File: config.mk
export PLATFORM = sky130hd
export DESIGN_NAME = move_avg_n
export DESIGN_NICKNAME = d
export VERILOG_FILES = /design/src/rtl/move_avg_n.sv
export SDC_FILE = /design/constraint.sdc
export NUM_CORES = 1
export LEC_CHECK = 0
export CAP_MARGIN = 20
export CORE_MARGIN = 2
export CORE_UTILIZATION = 49
export DETAILED_ROUTE_END_ITERATION = 10
export PLACE_DENSITY = 0.68
export REMOVE_ABC_BUFFERS = 1
export SYNTH_ARGS = -nofsm -noshare
export SYNTH_HDL_FRONTEND = slang
export SYNTH_SLANG_ARGS = --single-unit
File: constraint.sdc
create_clock -name clk -period 12.6 [get_ports clk]
set_input_delay 2.52 -clock clk [delete_from_list [all_inputs] [get_ports clk]]
set_output_delay 2.52 -clock clk [all_outputs]
set_load 0.1 [all_outputs]
File: src/rtl/move_avg_n.sv
// Boxcar moving-average filter over the last 2^LOG_N signed samples, using a circular buffer and running sum.
// Optional build macro MOVE_AVG_ROUND_EN selects round-half-up with positive saturation instead of floor truncation.
module move_avg_n #(
  parameter int W     = 24,
  parameter int LOG_N = 2
) (
  input  logic         clk,
  input  logic         rst_n,
  input  logic         clear,
  input  logic         in_valid,
  input  logic [W-1:0] in_data,
  output logic         out_valid,
  output logic [W-1:0] out_data,
  output logic         primed
);

  localparam int               N       = 1 << LOG_N;
  localparam int               AW      = W + LOG_N;
  localparam logic [LOG_N:0]   N_CNT   = N[LOG_N:0];
  localparam logic [W-1:0]     MAX_POS = {1'b0, {(W-1){1'b1}}};
  localparam logic [AW:0]      HALF    = {{AW{1'b0}}, 1'b1} << (LOG_N - 1);

  logic [W-1:0]   sbuf_q [N];
  logic [LOG_N-1:0] wp_q, wp_d;
  logic [LOG_N:0] cnt_q, cnt_d;
  logic [AW-1:0]  sum_q, sum_d;
  logic [AW-1:0]  sum_next_s;
  logic [W-1:0]   out_data_q, out_data_d;
  logic           out_valid_q, out_valid_d;
  logic           primed_q, primed_d;

  function automatic logic [AW-1:0] sext(input logic [W-1:0] v);
    return {{LOG_N{v[W-1]}}, v};
  endfunction

`ifdef MOVE_AVG_ROUND_EN
  // Extra headroom bit keeps the +half add from wrapping; only the positive side can exceed range.
  function automatic logic [W-1:0] avg(input logic [AW-1:0] s);
    logic [AW:0] rnd;
    logic [W:0]  q;
    rnd = {s[AW-1], s} + HALF;
    q   = rnd[AW:LOG_N];
    if (!q[W] && q[W-1]) begin
      return MAX_POS;
    end else begin
      return q[W-1:0];
    end
  endfunction
`else
  function automatic logic [W-1:0] avg(input logic [AW-1:0] s);
    return s[W+LOG_N-1:LOG_N];
  endfunction
`endif

  // Next-state for the running sum, pointer, fill count and output registers.
  always_comb begin
    sum_next_s  = sum_q + sext(in_data) - sext(sbuf_q[wp_q]);
    sum_d       = sum_q;
    wp_d        = wp_q;
    cnt_d       = cnt_q;
    out_data_d  = out_data_q;
    out_valid_d = 1'b0;
    primed_d    = primed_q;
    if (clear) begin
      sum_d    = '0;
      wp_d     = '0;
      cnt_d    = '0;
      primed_d = 1'b0;
    end else if (in_valid) begin
      sum_d       = sum_next_s;
      wp_d        = wp_q + LOG_N'(1);
      cnt_d       = (cnt_q == N_CNT) ? N_CNT : cnt_q + (LOG_N+1)'(1);
      out_data_d  = avg(sum_next_s);
      out_valid_d = 1'b1;
      primed_d    = (cnt_d == N_CNT);
    end else begin
      out_valid_d = 1'b0;
    end
  end

  // Control and output state registers.
  always_ff @(posedge clk or negedge rst_n) begin
    if (!rst_n) begin
      sum_q       <= '0;
      wp_q        <= '0;
      cnt_q       <= '0;
      out_data_q  <= '0;
      out_valid_q <= 1'b0;
      primed_q    <= 1'b0;
    end else begin
      sum_q       <= sum_d;
      wp_q        <= wp_d;
      cnt_q       <= cnt_d;
      out_data_q  <= out_data_d;
      out_valid_q <= out_valid_d;
      primed_q    <= primed_d;
    end
  end

  // Sample window storage; zeroed on reset and clear so warm-up averages are zero-padded.
  always_ff @(posedge clk or negedge rst_n) begin
    if (!rst_n) begin
      for (int i = 0; i < N; i++) sbuf_q[i] <= '0;
    end else if (clear) begin
      for (int i = 0; i < N; i++) sbuf_q[i] <= '0;
    end else if (in_valid) begin
      sbuf_q[wp_q] <= in_data;
    end
  end

  assign out_valid = out_valid_q;
  assign out_data  = out_data_q;
  assign primed    = primed_q;

endmodule

==> impl_metrics.py <==
metrics = {
    "synth": {
        "async_flop_share_pct": 100,
        "yosysSeqAreaShare_pct": 43.4,
        "syn_inst": 971,
        "synth-edff-count": 0,
        "syn_area_mm2": 0.00881,
        "yosysWarnings": 0,
        "synth_cell_types": 54,
        "synthFlopType": "dfrtp_1",
        "postSynthAreaPerCell_um2": 9.08,
        "synth_seq_cells": 153,
    },
    "placement": {
        "dp_cells": 1215,
        "place.gp.congestion": 0.884,
        "place_ws_ns": 6.61,
        "io_buffer_count": 53,
        "dpl.hpwl_um": 14600,
    },
    "critical_path": {
        "worstPathRequired_ns": 12.86,
        "r2r_end": "sum_q[22]",
        "slowest_stage": "clkdlybuf4s50_1",
        "crit_fanout": 5,
        "max_stage_delay_ns": 0.57,
        "start_kind": "input pin",
        "cp-end-kind": "flip-flop",
        "ff2ff_path_depth": 11,
        "cp_cell_sequence": "clkdlybuf4s50_1 -> inv_1 -> fa_1 -> fa_1 -> nor2b_1 -> o31a_1 -> o2111ai_1 -> a21oi_1 -> o211ai_1 -> a21oi_1 -> mux2i_1 -> o311ai_0",
        "ff2ff_setup_slack_ns": 8.09,
        "worstSetupPathType": "input pin to flip-flop",
        "reg2reg_from": "wp_q[0]",
        "arrival_ns": 5.87,
    },
    "clock_network": {
        "postCtsHoldBufs": 0,
        "root_buffer": "clkbuf_16",
        "post_cts_buffers": 0,
        "cts_made_buffers": 17,
        "clk_latency_ns": 0.43,
        "clk_pin_slew_ns": 0.06,
        "cts_tree": "yes",
        "clkSinkCount": 153,
        "cts_resized": 0,
        "cts_buffer_depth": 2,
        "cts.htree.levels": 4,
    },
    "global_routing": {
        "grt_pass1_vias": 7048,
        "grt_remaining_overflow": 0,
        "grt_usage_pct": 24.3,
        "grt_max_degree": 84,
        "grt_pass1_wl_um": 36900,
        "antenna_found_initial": 0,
    },
    "final_layout": {
        "area_growth_pct": 15.1,
        "final_cells": 1246,
        "antennaDiodeCount": 0,
        "nFillCells": 1597,
        "nets": 1091,
        "drive_gt1_share_pct": 8.26,
        "fin_util_pct": 57.1,
    },
    "sta": {
        "max_freq_mhz": 178,
        "period_needed_ns": 5.61,
        "relSlewSlack_pct": 31.8,
        "finalWorstSetupSlack_ns": 6.99,
        "finalMaxSlewViolations": 0,
        "rsz0062_at_grt": "false",
        "setup_viol": 0,
        "tightest_slew_ns": 1.02,
        "period_share_pct": 44.5,
        "hold_viol_final": 0,
        "tns_ns": 0,
        "clock_skew_ns": 0.00605,
    },
    "route": {
        "postRouteAntennaNets": 0,
        "drt-total-wl_um": 22100,
        "wl_per_cell_um": 17.7,
        "drtIter0Drc": 629,
        "drtPass1Iterations": 5,
        "drc_errors": 0,
        "vias_per_cell": 5.54,
        "vias": 6898,
    },
    "die": {
        "initial_core_util_pct": 49.6,
        "ios": 54,
        "chipWidth_um": 138,
        "coreArea_mm2": 0.0178,
        "dieHeight_um": 138,
        "floorplan.rows": 49,
        "dieArea_mm2": 0.0191,
    },
    "hold_path": {
        "hold_start": "out_data[7]",
        "min_to": "out_data[7]",
        "hold_depth": 2,
        "hold_class": "flip-flop to flip-flop",
    },
    "outcome": {
        "status": "completed",
    },
    "job": {
        "cap_violations": 0,
    },
    "power": {
        "ir_worst_vdd_mv": 0.214,
        "powerDensity_mw_per_mm2": 234,
        "p_leak_nw": 4.66,
    },
}
==> worst max-delay path, delay by kind of cell <==
family / cells / cell delay [ns]
simple gates: 1 / 0.18
compound gates: 6 / 1.23
fa+ha+maj: 2 / 1.02
mux: 1 / 0.24
buf+inv: 2 / 0.66
==> how the worst max path moves through the flow <==
| stage | endpoint | cells after the start | start | slack (ns) |
|---|---|---|---|---|
| finish | sum_q[22] | 12 | in_data[1] | 6.99 |
| global route | sum_q[22] | 12 | in_data[1] | 6.78 |
| CTS | sum_q[22] | 12 | in_data[1] | 7.05 |
| global placement | sum_q[22] | 12 | in_data[1] | 6.67 |
| floorplan | out_data[23] | 12 | in_data[1] | 7.46 |
| detailed placement | sum_q[24] | 12 | in_data[1] | 6.61 |
==> synthesized netlist by cell type (2+ instances only) <==
cell type  count  share of area (%)
a21oi_1      123                7.0
o31ai_1        3               0.26
o21ai_0       29                1.6
nand2b_1       5               0.35
clkbuf_1      44                1.9
nor3_1         9               0.51
o211ai_1       4               0.34
xnor2_1       10               0.99
o22ai_1        3               0.21
mux2_2         4               0.51
a211oi_1       7               0.60
nand3b_1       2               0.17
and3_1         5               0.35
nand3_1        4               0.23
o21bai_1       2               0.17
fa_1          25                5.7
and2_1         5               0.35
ha_1          33                4.7
a22oi_1        2               0.17
inv_1        110                4.7
nand2_1      245                 10
nor2b_1        7               0.50
a21boi_0       2               0.17
o311ai_0       2               0.20
nor3b_1        2               0.17
buf_2          2               0.11
dfrtp_1      153                 43
nand4_1        2               0.14
mux4_2        24                6.1
a21o_1        12                1.0
nor2_1        34                1.4
a31oi_1        3               0.21
o21a_1         5               0.43
xor2_1        10               0.99
mux2i_1       15                1.7
or2_2          2               0.14
buf_1          5               0.21
==> layout by cell type (no fill, tap or decap), types with 14 or more instances in the layout <==
cell type / instances
buf_4: 14
nor2_1: 34
a21oi_1: 123
dfrtp_1: 152
mux2i_1: 15
mux4_2: 24
clkbuf_16: 17
nand2_1: 245
inv_1: 110
o21ai_0: 29
clkdlybuf4s50_1: 50
fa_1: 25
ha_1: 33
==> final cells by class <==
type / count / area [um^2] / share of cell area, %
timing repair buffer: 66 / 622 / 6.13
clock buffer: 19 / 443 / 4.36
sequential: 153 / 3830 / 37.7
clock inverter: 12 / 174 / 1.71
inverter: 111 / 417 / 4.11
multi-input combinational: 656 / 4380 / 43.1
tap: 229 / 287 / 2.82
==> through the flow <==
stage	power [mW]	instance area [um^2]	hold WS (ns)
2_1_floorplan	1.53	8620	0.446
3_3_place_gp	1.82	9530	0.461
3_5_place_dp	1.83	9530	0.467
4_1_cts	2.38	10100	0.481
5_1_grt	2.53	10100	0.506
6_report	2.38	10100	0.476
==> state kept, by name (all words and copies together) (netlist names) <==
signal,cells
sbuf_q,96
out_valid,1
sum_q,26
out_data,24
wp_q,2
cnt_q,3
primed,1
==> kinds of logic (layout without fill, tap and decap cells) <==
logic type,after synthesis,after routing,share of synthesized area (%)
flip-flops,153,153,43.4
AO/OA/AOI/OAI,209,209,13.6
XOR/XNOR,20,20,1.99
AND/OR/NAND/NOR,326,326,15.3
adder cells (fa/ha/maj),58,58,10.4
multiplexers,43,43,8.35
buffers and inverters,162,208,6.93
==> per-layer routing <==
metal  vias up  GRT usage, %  routed length, um  share of wire (%)
met2       195          37.2              10300                 47
met5         -             0                  0                  0
met4         0          8.00                325                1.5
met3        25          4.64               1290                5.9
li1       3263             -                  -                  -
met1      3415          35.3              10100                 46
==> report_power, final <==
part	switching (mW)	leakage (nW)	internal (mW)
logic	0.806	2.30	0.407
clock network	0.208	0.303	0.335
registers	0.0489	2.06	0.573
total	1.06	4.66	1.32
Note: power is estimated with default switching activity, not from simulation.
